## src/rtl/apu_frame_sequencer_pkg.sv

```systemverilog
// Shared constants and $4017 decode helpers for the APU frame sequencer.
package apu_frame_sequencer_pkg;

    // Default step positions in CPU ticks (NTSC 2A03 timing).
    localparam int DEF_CNT_W    = 16;
    localparam int DEF_STEP1    = 7457;
    localparam int DEF_STEP2    = 14913;
    localparam int DEF_STEP3    = 22371;
    localparam int DEF_STEP4    = 29829;
    localparam int DEF_STEP5    = 37281;
    localparam int DEF_WR_DELAY = 3;

    // $4017 bit positions.
    localparam int FC_MODE_BIT    = 7;
    localparam int FC_INHIBIT_BIT = 6;

    typedef struct packed {
        logic mode_5step;
        logic irq_inhibit;
    } fc_cfg_t;

    function automatic fc_cfg_t decode_cfg(input logic [7:0] data);
        fc_cfg_t cfg;
        cfg.mode_5step  = data[FC_MODE_BIT];
        cfg.irq_inhibit = data[FC_INHIBIT_BIT];
        return cfg;
    endfunction

endpackage

```

## src/rtl/apu_frame_sequencer.sv

```systemverilog
// 2A03 frame counter: step counter, $4017 register with delayed counter
// restart, quarter/half-frame strobes and the frame IRQ flag.
module apu_frame_sequencer
    import apu_frame_sequencer_pkg::*;
#(
    parameter int CNT_W    = DEF_CNT_W,
    parameter int STEP1    = DEF_STEP1,
    parameter int STEP2    = DEF_STEP2,
    parameter int STEP3    = DEF_STEP3,
    parameter int STEP4    = DEF_STEP4,
    parameter int STEP5    = DEF_STEP5,
    parameter int WR_DELAY = DEF_WR_DELAY
) (
    input  logic       clk,
    input  logic       rst_n,
    input  logic       apu_tick,
    input  logic       wr_en,
    input  logic [7:0] wr_data,
    input  logic       irq_ack,
    output logic       quarter_frame,
    output logic       half_frame,
    output logic       frame_irq,
    output logic       mode_5step
);

    localparam int DLY_W = $clog2(WR_DELAY + 1);

    logic [CNT_W-1:0] cnt;
    logic [DLY_W-1:0] dly;
    logic             pend;
    logic             inhibit;
    fc_cfg_t          wr_cfg;

    logic m1, m2, m3, m4, m5;
    logic ev_q, ev_h, ev_irq, wrap;
    logic dly_tick, expire, irq_set;

    assign wr_cfg = decode_cfg(wr_data);

    assign m1 = (cnt == CNT_W'(STEP1));
    assign m2 = (cnt == CNT_W'(STEP2));
    assign m3 = (cnt == CNT_W'(STEP3));
    assign m4 = (cnt == CNT_W'(STEP4));
    assign m5 = (cnt == CNT_W'(STEP5));

    // A tick in the same clk as a write belongs to the old configuration and
    // does not consume any of the new delay.
    assign dly_tick = apu_tick && pend && !wr_en;
    assign expire   = dly_tick && (dly == DLY_W'(1));
    assign irq_set  = apu_tick && !expire && ev_irq && !inhibit;

    // Step decode for the current mode; wrap uses >= so the counter can never
    // run past the last step even after a mode change mid-sequence.
    always_comb begin
        ev_q   = 1'b0;
        ev_h   = 1'b0;
        ev_irq = 1'b0;
        wrap   = 1'b0;
        if (mode_5step) begin
            ev_q = m1 | m2 | m3 | m5;
            ev_h = m2 | m5;
            wrap = (cnt >= CNT_W'(STEP5));
        end else begin
            ev_q   = m1 | m2 | m3 | m4;
            ev_h   = m2 | m4;
            ev_irq = m4;
            wrap   = (cnt >= CNT_W'(STEP4));
        end
    end

    // Step counter: advance per tick, restart at the final step or on delay expiry.
    always_ff @(posedge clk or negedge rst_n) begin
        if (!rst_n) begin
            cnt <= '0;
        end else if (apu_tick) begin
            if (expire || wrap) begin
                cnt <= '0;
            end else begin
                cnt <= cnt + CNT_W'(1);
            end
        end
    end

    // $4017 configuration and the delayed-restart down-counter (last write wins).
    always_ff @(posedge clk or negedge rst_n) begin
        if (!rst_n) begin
            mode_5step <= 1'b0;
            inhibit    <= 1'b0;
            dly        <= '0;
            pend       <= 1'b0;
        end else if (wr_en) begin
            mode_5step <= wr_cfg.mode_5step;
            inhibit    <= wr_cfg.irq_inhibit;
            dly        <= DLY_W'(WR_DELAY);
            pend       <= 1'b1;
        end else if (dly_tick) begin
            dly <= dly - DLY_W'(1);
            if (expire) begin
                pend <= 1'b0;
            end
        end
    end

    // Registered strobes; delay expiry replaces any step event with Q+H in 5-step mode.
    always_ff @(posedge clk or negedge rst_n) begin
        if (!rst_n) begin
            quarter_frame <= 1'b0;
            half_frame    <= 1'b0;
        end else begin
            quarter_frame <= apu_tick && (expire ? mode_5step : ev_q);
            half_frame    <= apu_tick && (expire ? mode_5step : ev_h);
        end
    end

    // Frame IRQ flag: inhibit write beats set, set beats acknowledge.
    always_ff @(posedge clk or negedge rst_n) begin
        if (!rst_n) begin
            frame_irq <= 1'b0;
        end else if (wr_en && wr_cfg.irq_inhibit) begin
            frame_irq <= 1'b0;
        end else if (irq_set) begin
            frame_irq <= 1'b1;
        end else if (irq_ack) begin
            frame_irq <= 1'b0;
        end
    end

endmodule

```

## config.mk

```make
export PLATFORM = sky130hd
export DESIGN_NAME = apu_frame_sequencer
export DESIGN_NICKNAME = d
export VERILOG_FILES = /design/src/rtl/apu_frame_sequencer_pkg.sv /design/src/rtl/apu_frame_sequencer.sv
export SDC_FILE = /design/constraint.sdc
export NUM_CORES = 1
export LEC_CHECK = 0
export ABC_AREA = 1
export CAP_MARGIN = 20
export CORE_ASPECT_RATIO = 0.8
export CORE_UTILIZATION = 30
export DETAILED_ROUTE_END_ITERATION = 10
export PLACE_DENSITY_LB_ADDON = 0.08
export SYNTH_ARGS = -nofsm -noshare
export SYNTH_HDL_FRONTEND = slang
export SYNTH_SLANG_ARGS = --single-unit
```

## constraint.sdc

```tcl
create_clock -name clk -period 1.6 [get_ports clk]
set_clock_uncertainty 0.05 [all_clocks]
set_input_delay 0.24 -clock clk [delete_from_list [all_inputs] [get_ports clk]]
set_output_delay 0.24 -clock clk [all_outputs]
set_load 0.02 [all_outputs]
```

---- Word-level counts from Yosys, hierarchy flattened ----
Index checks and enable logic that the tools add are counted.
W data, S select, Z words.
word-level totals
  latch bits .............................. 0
  input port bits ......................... 13
  output and inout port bits .............. 4
  logic and storage cells ................. 56
  flip-flop bits (word level) ............. 24
  bits in writable memories ............... 0
  memory bits (read-only) ................. 0
  memories ................................ 0
cells by class
  shift-type cells ........................ 0
  reductions and logical operators ........ 17
  magnitude comparators ................... 2
  divide/modulo/power cells ............... 0
  equal/unequal tests ..................... 6
  bitwise gates (word level) .............. 6
  add/subtract/negate cells ............... 2
  $mul .................................... 0
  muxes and demuxes ....................... 15
operators with widths
  operator                 count
  $eq A16 B15 Y1 const B   2
  $add A16 B1 Y16 const B  1
  $eq A16 B13 Y1 const B   1
  $eq A16 B14 Y1 const B   1
  $eq A16 B16 Y1 const B   1
  $ge A16 B15 Y1 const B   1
  $ge A16 B16 Y1 const B   1
  $mux W16                 1
  $mux W1                  12
  $logic_and A1 B1 Y1      9
  $or A1 B1 Y1             6
  $mux W2                  2
  $reduce_bool A2 Y1       2
  $logic_not A1 Y1         3
  $reduce_bool A3 Y1       1
  $eq A2 B1 Y1 const B     1
  $reduce_and A2 Y1        1
  $sub A2 B1 Y2 const B    1
  $logic_or A1 B1 Y1       1

---- Logic depth before layout (Yosys ltp) ----
Gate-level depths: netlist of run 1.
  depth after elaboration ................. 9
  depth in mapped cells ................... 12
  gate-level depth less buffers ........... 11

---- Worst setup path before layout of run 1 ----
OpenSTA, ideal clock, no wires.
  kind .................................... register -> register
  start ................................... register cnt[1]
  end ..................................... register cnt[10]
  library setup time ...................... 0.142 ns
  period minus slack after synthesis ...... 1.595 ns
  required time ........................... 1.408 ns
  path buffers ............................ 1
  cell stages (with the launch flop) ...... 11
  arrival ................................. 1.403 ns
  slack ................................... 0.005 ns
  cells stage by stage .................... dfrtp_1 inv_1 ha_1 nand2_1 nor3_1 nand3_2 nand2_1 a21oi_2 nand2_4 buf_12 a21oi_2
between the ends
  cells in the longest elaborated chain, start to end .. 4
  elaborated cells between the ends (all ways) .. 6
  classes of those cells .................. add/sub (1); order compare (2); mux (2); reduce/logical (1)
ends and longest elaborated chain
  item                                                     RTL line                                              text
  from (decl)                                              apu_frame_sequencer.sv:28                             logic [CNT_W-1:0] cnt;
  from (signal assigned)                                   apu_frame_sequencer.sv:79                             cnt <= cnt + CNT_W'(1);
  $ge A16 B15 Y1 / $ge A16 B16 Y1 (equally long branches)  apu_frame_sequencer.sv:67, apu_frame_sequencer.sv:62
  $mux W1                                                  apu_frame_sequencer.sv:59                             if (mode_5step) begin
  $logic_or A1 B1 Y1                                       apu_frame_sequencer.sv:76                             if (expire || wrap) begin
  $mux W16 *                                               apu_frame_sequencer.sv:76
Every way passes the cells marked *; elsewhere a longest branch is shown, timed or not.
A chain may end at the register's enable or synchronous reset.

---- Worst setup path after layout of run 1 ----
  start ................................... register cnt[0]
  end ..................................... register cnt[14]
Same word-level chain as after synthesis.

==> flow_summary.rst, run 1 <==
.. list-table::
   :header-rows: 1

   * - Metric
     - Value
   * - Status
     - finished, violations left
   * - Failing checks
     - setup timing
   * - Number of sinks on the clock net
     - 24
   * - Max H-tree Level
     - 1
   * - Router iterations before antenna repair
     - 5
   * - Clock-pin slew reported for the worst setup and hold paths after clock tree synthesis
     - 90 ps
   * - Chip width
     - 85.6 µm
   * - Number of storage elements in the synthesis netlist
     - 24
   * - Post-synthesis cell count
     - 218
   * - Relative slew slack
     - 67.0%
   * - Final Hold Slack
     - 282 ps
   * - Worst-Skew Late Latency
     - 270 ps
   * - Ports placed on the boundary
     - 17
   * - Iter 0 DRT Violations
     - 29
   * - Total number of placement rows
     - 23
   * - Number of remaining DRC errors
     - 0
   * - Total internal power
     - 1.48 mW
   * - Leakage power of the design
     - 1.16 nW
   * - Global placer's final weighted congestion
     - 0.774
   * - Sequential fraction of the synthesis area
     - 35.8%
   * - Summed instance area of the synthesized netlist
     - 1680 µm²
   * - ANT cells
     - 0
   * - CTS tree
     - built
   * - Starting density of the core
     - 32.4%
   * - Global-route total usage across every layer
     - 16.4%
   * - Warnings from Yosys
     - 0
   * - Sequential power share
     - 36.8%
   * - Worst IR Drop VDD
     - 0.503 mV
   * - Net switching component of the power
     - 0.907 mW
   * - Startpoint type of the worst setup path
     - flop
   * - Number of violations of the max-capacitance limit
     - 0
   * - Chip height
     - 68.9 µm
   * - Highest-count cells in the layout ignoring fill and taps
     - buf_4, nand2_1, inv_1
   * - Die Outline Area
     - 5890 µm²
   * - Switching Fraction
     - 38.0%
   * - Unique masters post-synth
     - 29
   * - Setup TNS
     - -148 ps
   * - Half-perimeter wire length of the detailed placement result
     - 3.38 mm
   * - Core footprint
     - 5180 µm²
   * - Buffers on Ports
     - 10
   * - Worst slack after detailed placement
     - -230 ps
   * - Met3 WL post-DR
     - 105 µm
   * - Top routing layer in use
     - met4
   * - Largest fanout on the critical path
     - 3
   * - Highest Clock Rate
     - 612 MHz
   * - Power per cell area
     - 974 nW/µm²
   * - WP data arrival
     - 1790 ps
   * - Setup violation total in the final timing report
     - 9
   * - Slew of the pin with the lowest slew margin
     - 490 ps
   * - Final Hold Fails
     - 0
   * - Share of final-layout standard cells stronger than drive strength 1
     - 43.1%
   * - Synthesized Nets
     - 235
   * - Count of antenna-violating nets left after detailed routing
     - 0
   * - Remaining global-route overflow
     - 0
   * - Global-route wire length before repair
     - 7.37 mm
   * - Detailed Route WL
     - 4.39 mm
   * - Via-to-Cell Ratio
     - 4.54
   * - Post-layout nets
     - 301
   * - Commonest non-fill, non-tap cell in the layout
     - buf_4
   * - Maximum number of pins on one net before global-route repair
     - 25
   * - Data required time at the worst endpoint
     - 1750 ps
   * - Clock period minus final worst setup slack
     - 1630 ps
   * - Type of the tightest min-delay check
     - in -> async
   * - Clock root cell
     - clkbuf_8
   * - Clock network fraction of design power
     - 17.6%
   * - Worst Path Class, Setup
     - reg -> reg
   * - Worst-case setup margin in the final layout
     - -33.3 ps
   * - Clock Path Buffers
     - 2
   * - Worst setup EP type
     - flop
   * - Total count of max-transition violations in the final report
     - 0
   * - Count of hold-fix buffers inserted at cts
     - 0
   * - Mean instance size in the synthesized netlist
     - 7.69 µm²
   * - Antenna violations before repair
     - 0
   * - RSZ-0062 raised after global routing
     - true
   * - Layout Area Growth over Synthesis
     - 46.1%
   * - TritonCTS buffer count
     - 3
   * - Via count of the first global-routing pass
     - 1501
   * - Routed length on met1
     - 2.26 mm
   * - Met2 wire length
     - 1.98 mm
   * - Average wire length per cell after detail routing
     - 12.7 µm
   * - Via count of the routed design
     - 1567
   * - Final worst path period share
     - 102%
   * - Combinational fraction of design power
     - 45.5%
area by class of cell:
class	instances	area [µm²]
tap	62	77.6
clock buffer	4	55.1
timing repair buffer	70	584
inverter	29	109
fill	519	2730
multi-input combinational	156	1020
sequential	24	606
cell usage after synthesis (all sizes together):
library cell  count  area [µm²]
nand2            54         225
inv              29         109
dfrtp            24         601
nor2             24         128
a21oi            20         141
nand3            17        95.1
o21ai            11        55.1
buf               8        85.1
xor2              8        70.1
nand4             6        37.5
nor3              6        35.0
ha                4        50.1
nor4              2        12.5
and2              1        6.26
clkbuf            1        3.75
o22ai             1        6.26
o31ai             1        7.51
xnor2             1        8.76
critical path: stages, from the launching register on:
cell     delay (ps)
dfrtp_2         420
buf_6           130
ha_4            140
nand2_4          60
nor2_4          120
nand2_2          80
nor2_4           90
nand2_2          80
nor2_2          120
nand2_1          70
nand2_1          60
nand2_1          50
a21oi_1         100
cells by family (layout without fill, tap and decap cells):
logic type / after synthesis / after routing / share of synthesized area [%]
buffers and inverters: 38 / 103 / 11.8
flip-flops: 24 / 24 / 35.8
AO/OA/AOI/OAI: 33 / 33 / 12.5
XOR/XNOR: 9 / 9 / 4.70
AND/OR/NAND/NOR: 110 / 110 / 32.2
adder cells (fa/ha/maj): 4 / 4 / 2.99
sequential cells by signal (all words and copies together) (netlist names):
register       flops
cnt               16
dly                2
frame_irq          1
half_frame         1
inhibit            1
mode_5step         1
pend               1
quarter_frame      1
layer usage:
layer,global-route usage (%),up-vias
met4,2.92,0
met2,26.7,19
met3,3.81,4
li1,-,834
met5,0,-
met1,22.7,710
worst paths after layout:
kind	start	endpoint	slack, ps	cells past startpoint
min in group clk	dly[0]	dly[0]	460	1
hold / removal	rst_n	cnt[8]	280	2
setup reg to reg	cnt[0]	cnt[14]	-30	12
setup / recovery	cnt[0]	cnt[14]	-30	12
max in group asynchronous	rst_n	cnt[5]	950	2
hold reg to reg	dly[0]	dly[0]	460	1
repair_timing:
item | 4_1_cts | 5_1_grt
buffers inserted | 0 | 4
resized for setup | 11 | 39
endpoints found under the setup margin | 18 | 18
pin swaps | 4 | 20
metrics by stage:
step | std cells | total power, mW | cell area, µm² | util, %
after floorplan | 218 | 1.35 | 1680 | -
after global placement | 337 | 1.76 | 2200 | 42.4
after detailed placement | 337 | 1.76 | 2200 | 42.4
after CTS | 341 | 2.24 | 2280 | 44.1
after global routing | 345 | 2.57 | 2450 | 47.3
final | 345 | 2.39 | 2450 | 47.3
power groups by stage:
stage	clock network (mW)	logic (mW)	registers (mW)
finish	0.421	1.09	0.879
CTS	0.460	0.920	0.859
floorplan	0	0.548	0.804
global placement	0	0.900	0.862
detailed placement	0	0.897	0.864
global route	0.473	1.20	0.891
Note: power is estimated with default switching activity, not from simulation.
==> inputs of run 2 (changes only) <==
- CORE_UTILIZATION: 30 -> 51
- CTS_CLUSTER_SIZE: default -> 25
==> flow_summary.rst, run 2 (synthesis gave the netlist of run 1 again) <==
.. list-table::
   :header-rows: 1

   * - Metric
     - Value
   * - Largest fanout on the critical path
     - 8
   * - Die Outline Area
     - 3520 µm²
   * - Worst-case setup margin in the final layout
     - -78.0 ps
   * - Launch instance of the worst register-to-register path
     - cnt[0]
   * - Clock-pin slew reported for the worst setup and hold paths after clock tree synthesis
     - 80 ps
   * - Number of remaining DRC errors
     - 0
   * - Number of sinks on the clock net
     - 24
   * - Via count of the first global-routing pass
     - 1477
   * - Largest register FFs
     - 16
   * - Clock Path Buffers
     - 2
   * - Iter 0 DRT Violations
     - 115
   * - Final worst path period share
     - 105%
   * - Via count of the routed design
     - 1579
   * - Maximum number of pins on one net before global-route repair
     - 25
   * - ANT cells
     - 0
   * - Launch point of the worst path
     - cnt[0]
   * - Number of violations of the max-capacitance limit
     - 0
   * - Stages on the worst setup path
     - 9
   * - Global placer's final weighted congestion
     - 0.942
   * - Highest-count cells in the layout ignoring fill and taps
     - nand2_1, buf_4, inv_1, dfrtp_1, nor2_1
   * - Reg2Reg Depth
     - 9
   * - Buffers on Ports
     - 10
   * - Detailed Route WL
     - 4.04 mm
   * - Count of antenna-violating nets left after detailed routing
     - 0
   * - Worst path buffer plus inverter count
     - 1
   * - Slowest cell on the critical path
     - dfrtp_1
   * - Biggest registers after layout
     - cnt: 16 flops, dly: 2 flops
   * - Relative slew slack
     - 77.5%
   * - Global-route total usage across every layer
     - 25.8%
   * - Share of final-layout standard cells stronger than drive strength 1
     - 35.6%
   * - Via-to-Cell Ratio
     - 5.09
   * - Startpoint type of the worst setup path
     - flop
   * - Fin util
     - 72.9%
   * - CP Cell Sequence
     - buf_6, ha_4, nand2_1, nor3_2, nand3_2, nand2_2, a21oi_4, nand2_8, a21oi_2
   * - Post-layout nets
     - 289
   * - Register with the highest flop count
     - cnt
   * - Worst Path Class, Setup
     - reg -> reg
   * - Status
     - finished, violations left
   * - Type of the tightest min-delay check
     - in -> async
   * - Average wire length per cell after detail routing
     - 13.0 µm
   * - Clock root cell
     - clkbuf_8
   * - Worst-Skew Late Latency
     - 260 ps
   * - Starting density of the core
     - 53.9%
   * - Core footprint
     - 3110 µm²
   * - CTS tree
     - built
   * - Max H-tree Level
     - 1
   * - Final Hold Fails
     - 0
   * - Antenna violations before repair
     - 0
   * - Data required time at the worst endpoint
     - 1740 ps
   * - Total count of max-transition violations in the final report
     - 0
   * - Chip width
     - 66.1 µm
   * - Number of filler instances in the final layout
     - 245
   * - Worst IR Drop VDD
     - 0.902 mV
   * - Chip height
     - 53.3 µm
   * - Failing checks
     - setup timing
   * - RSZ-0062 raised after global routing
     - true
   * - Clock period minus final worst setup slack
     - 1680 ps
   * - Leakage power of the design
     - 1.08 nW
   * - Global-route wire length before repair
     - 6.64 mm
   * - Layout Area Growth over Synthesis
     - 35.1%
   * - Ports placed on the boundary
     - 17
   * - Router iterations before antenna repair
     - 4
   * - Count of hold-fix buffers inserted at cts
     - 0
   * - Highest Clock Rate
     - 596 MHz
   * - Remaining global-route overflow
     - 0
   * - Slew of the pin with the lowest slew margin
     - 335 ps
   * - Power per cell area
     - 977 nW/µm²
   * - WP data arrival
     - 1820 ps
   * - Setup TNS
     - -920 ps
   * - CP max stage delay
     - 430 ps
   * - Setup violation total in the final timing report
     - 16
   * - Total number of placement rows
     - 18
   * - Largest delay share family, worst path
     - flip-flops
   * - TritonCTS buffer count
     - 3
   * - Half-perimeter wire length of the detailed placement result
     - 2.94 mm
   * - Worst setup EP type
     - flop
   * - Worst slack after detailed placement
     - -246 ps
   * - Power, Total
     - 2.21 mW
==> run 2: what timing repair did <==
action                     in CTS  in global routing
setup endpoints to repair      16                 20
gates resized for setup        18                 13
pin swaps                      12                  7
buffers inserted                6                  0
cloned                          1                  0
==> run 2: worst paths after layout <==
path	to	slack (ps)
setup / recovery	cnt[3]	-80
hold / removal	cnt[12]	280
setup reg to reg	cnt[3]	-80
hold reg to reg	dly[1]	480
max in group asynchronous	cnt[4]	980
min in group clk	mode_5step	480
==> run 2: worst reg2reg max path: stages, from the launching register on <==
cell and delay (ps):
dfrtp_1 430, buf_6 150, ha_4 160, nand2_1 70
nor3_2 40, nand3_2 80, nand2_2 70, a21oi_4 270
nand2_8 140, a21oi_2 160
==> run 2: layout make-up <==
class	instances	area (µm²)	area share, %
inverter	29	109	4.80
tap	40	50.0	2.21
timing repair buffer	57	459	20.3
sequential	24	601	26.5
multi-input combinational	157	1010	44.4
clock buffer	3	41.3	1.82
==> run 2: routing by layer <==
metal	wire, µm	vias up	track usage (%)	part of all wire, %
met5	0	-	0	0
met4	38	0	6.03	0.94
met3	181	4	5.17	4.5
met2	2030	34	45.4	50
met1	1790	739	32.3	44
li1	-	802	-	-
==> run 2: through the flow <==
stage / instance area [µm²] / hold slack [ps] / cells
2_1_floorplan: 1680 / -106 / 218
3_3_place_gp: 2050 / 433 / 300
3_5_place_dp: 2050 / 468 / 300
4_1_cts: 2200 / 290 / 310
5_1_grt: 2270 / 323 / 310
6_report: 2270 / 281 / 310
==> run 2: power breakdown <==
| group | internal (mW) | switching [mW] | total [mW] |
|---|---|---|---|
| registers | 0.713 | 0.137 | 0.850 |
| logic | 0.493 | 0.520 | 1.01 |
| clock network | 0.168 | 0.182 | 0.350 |
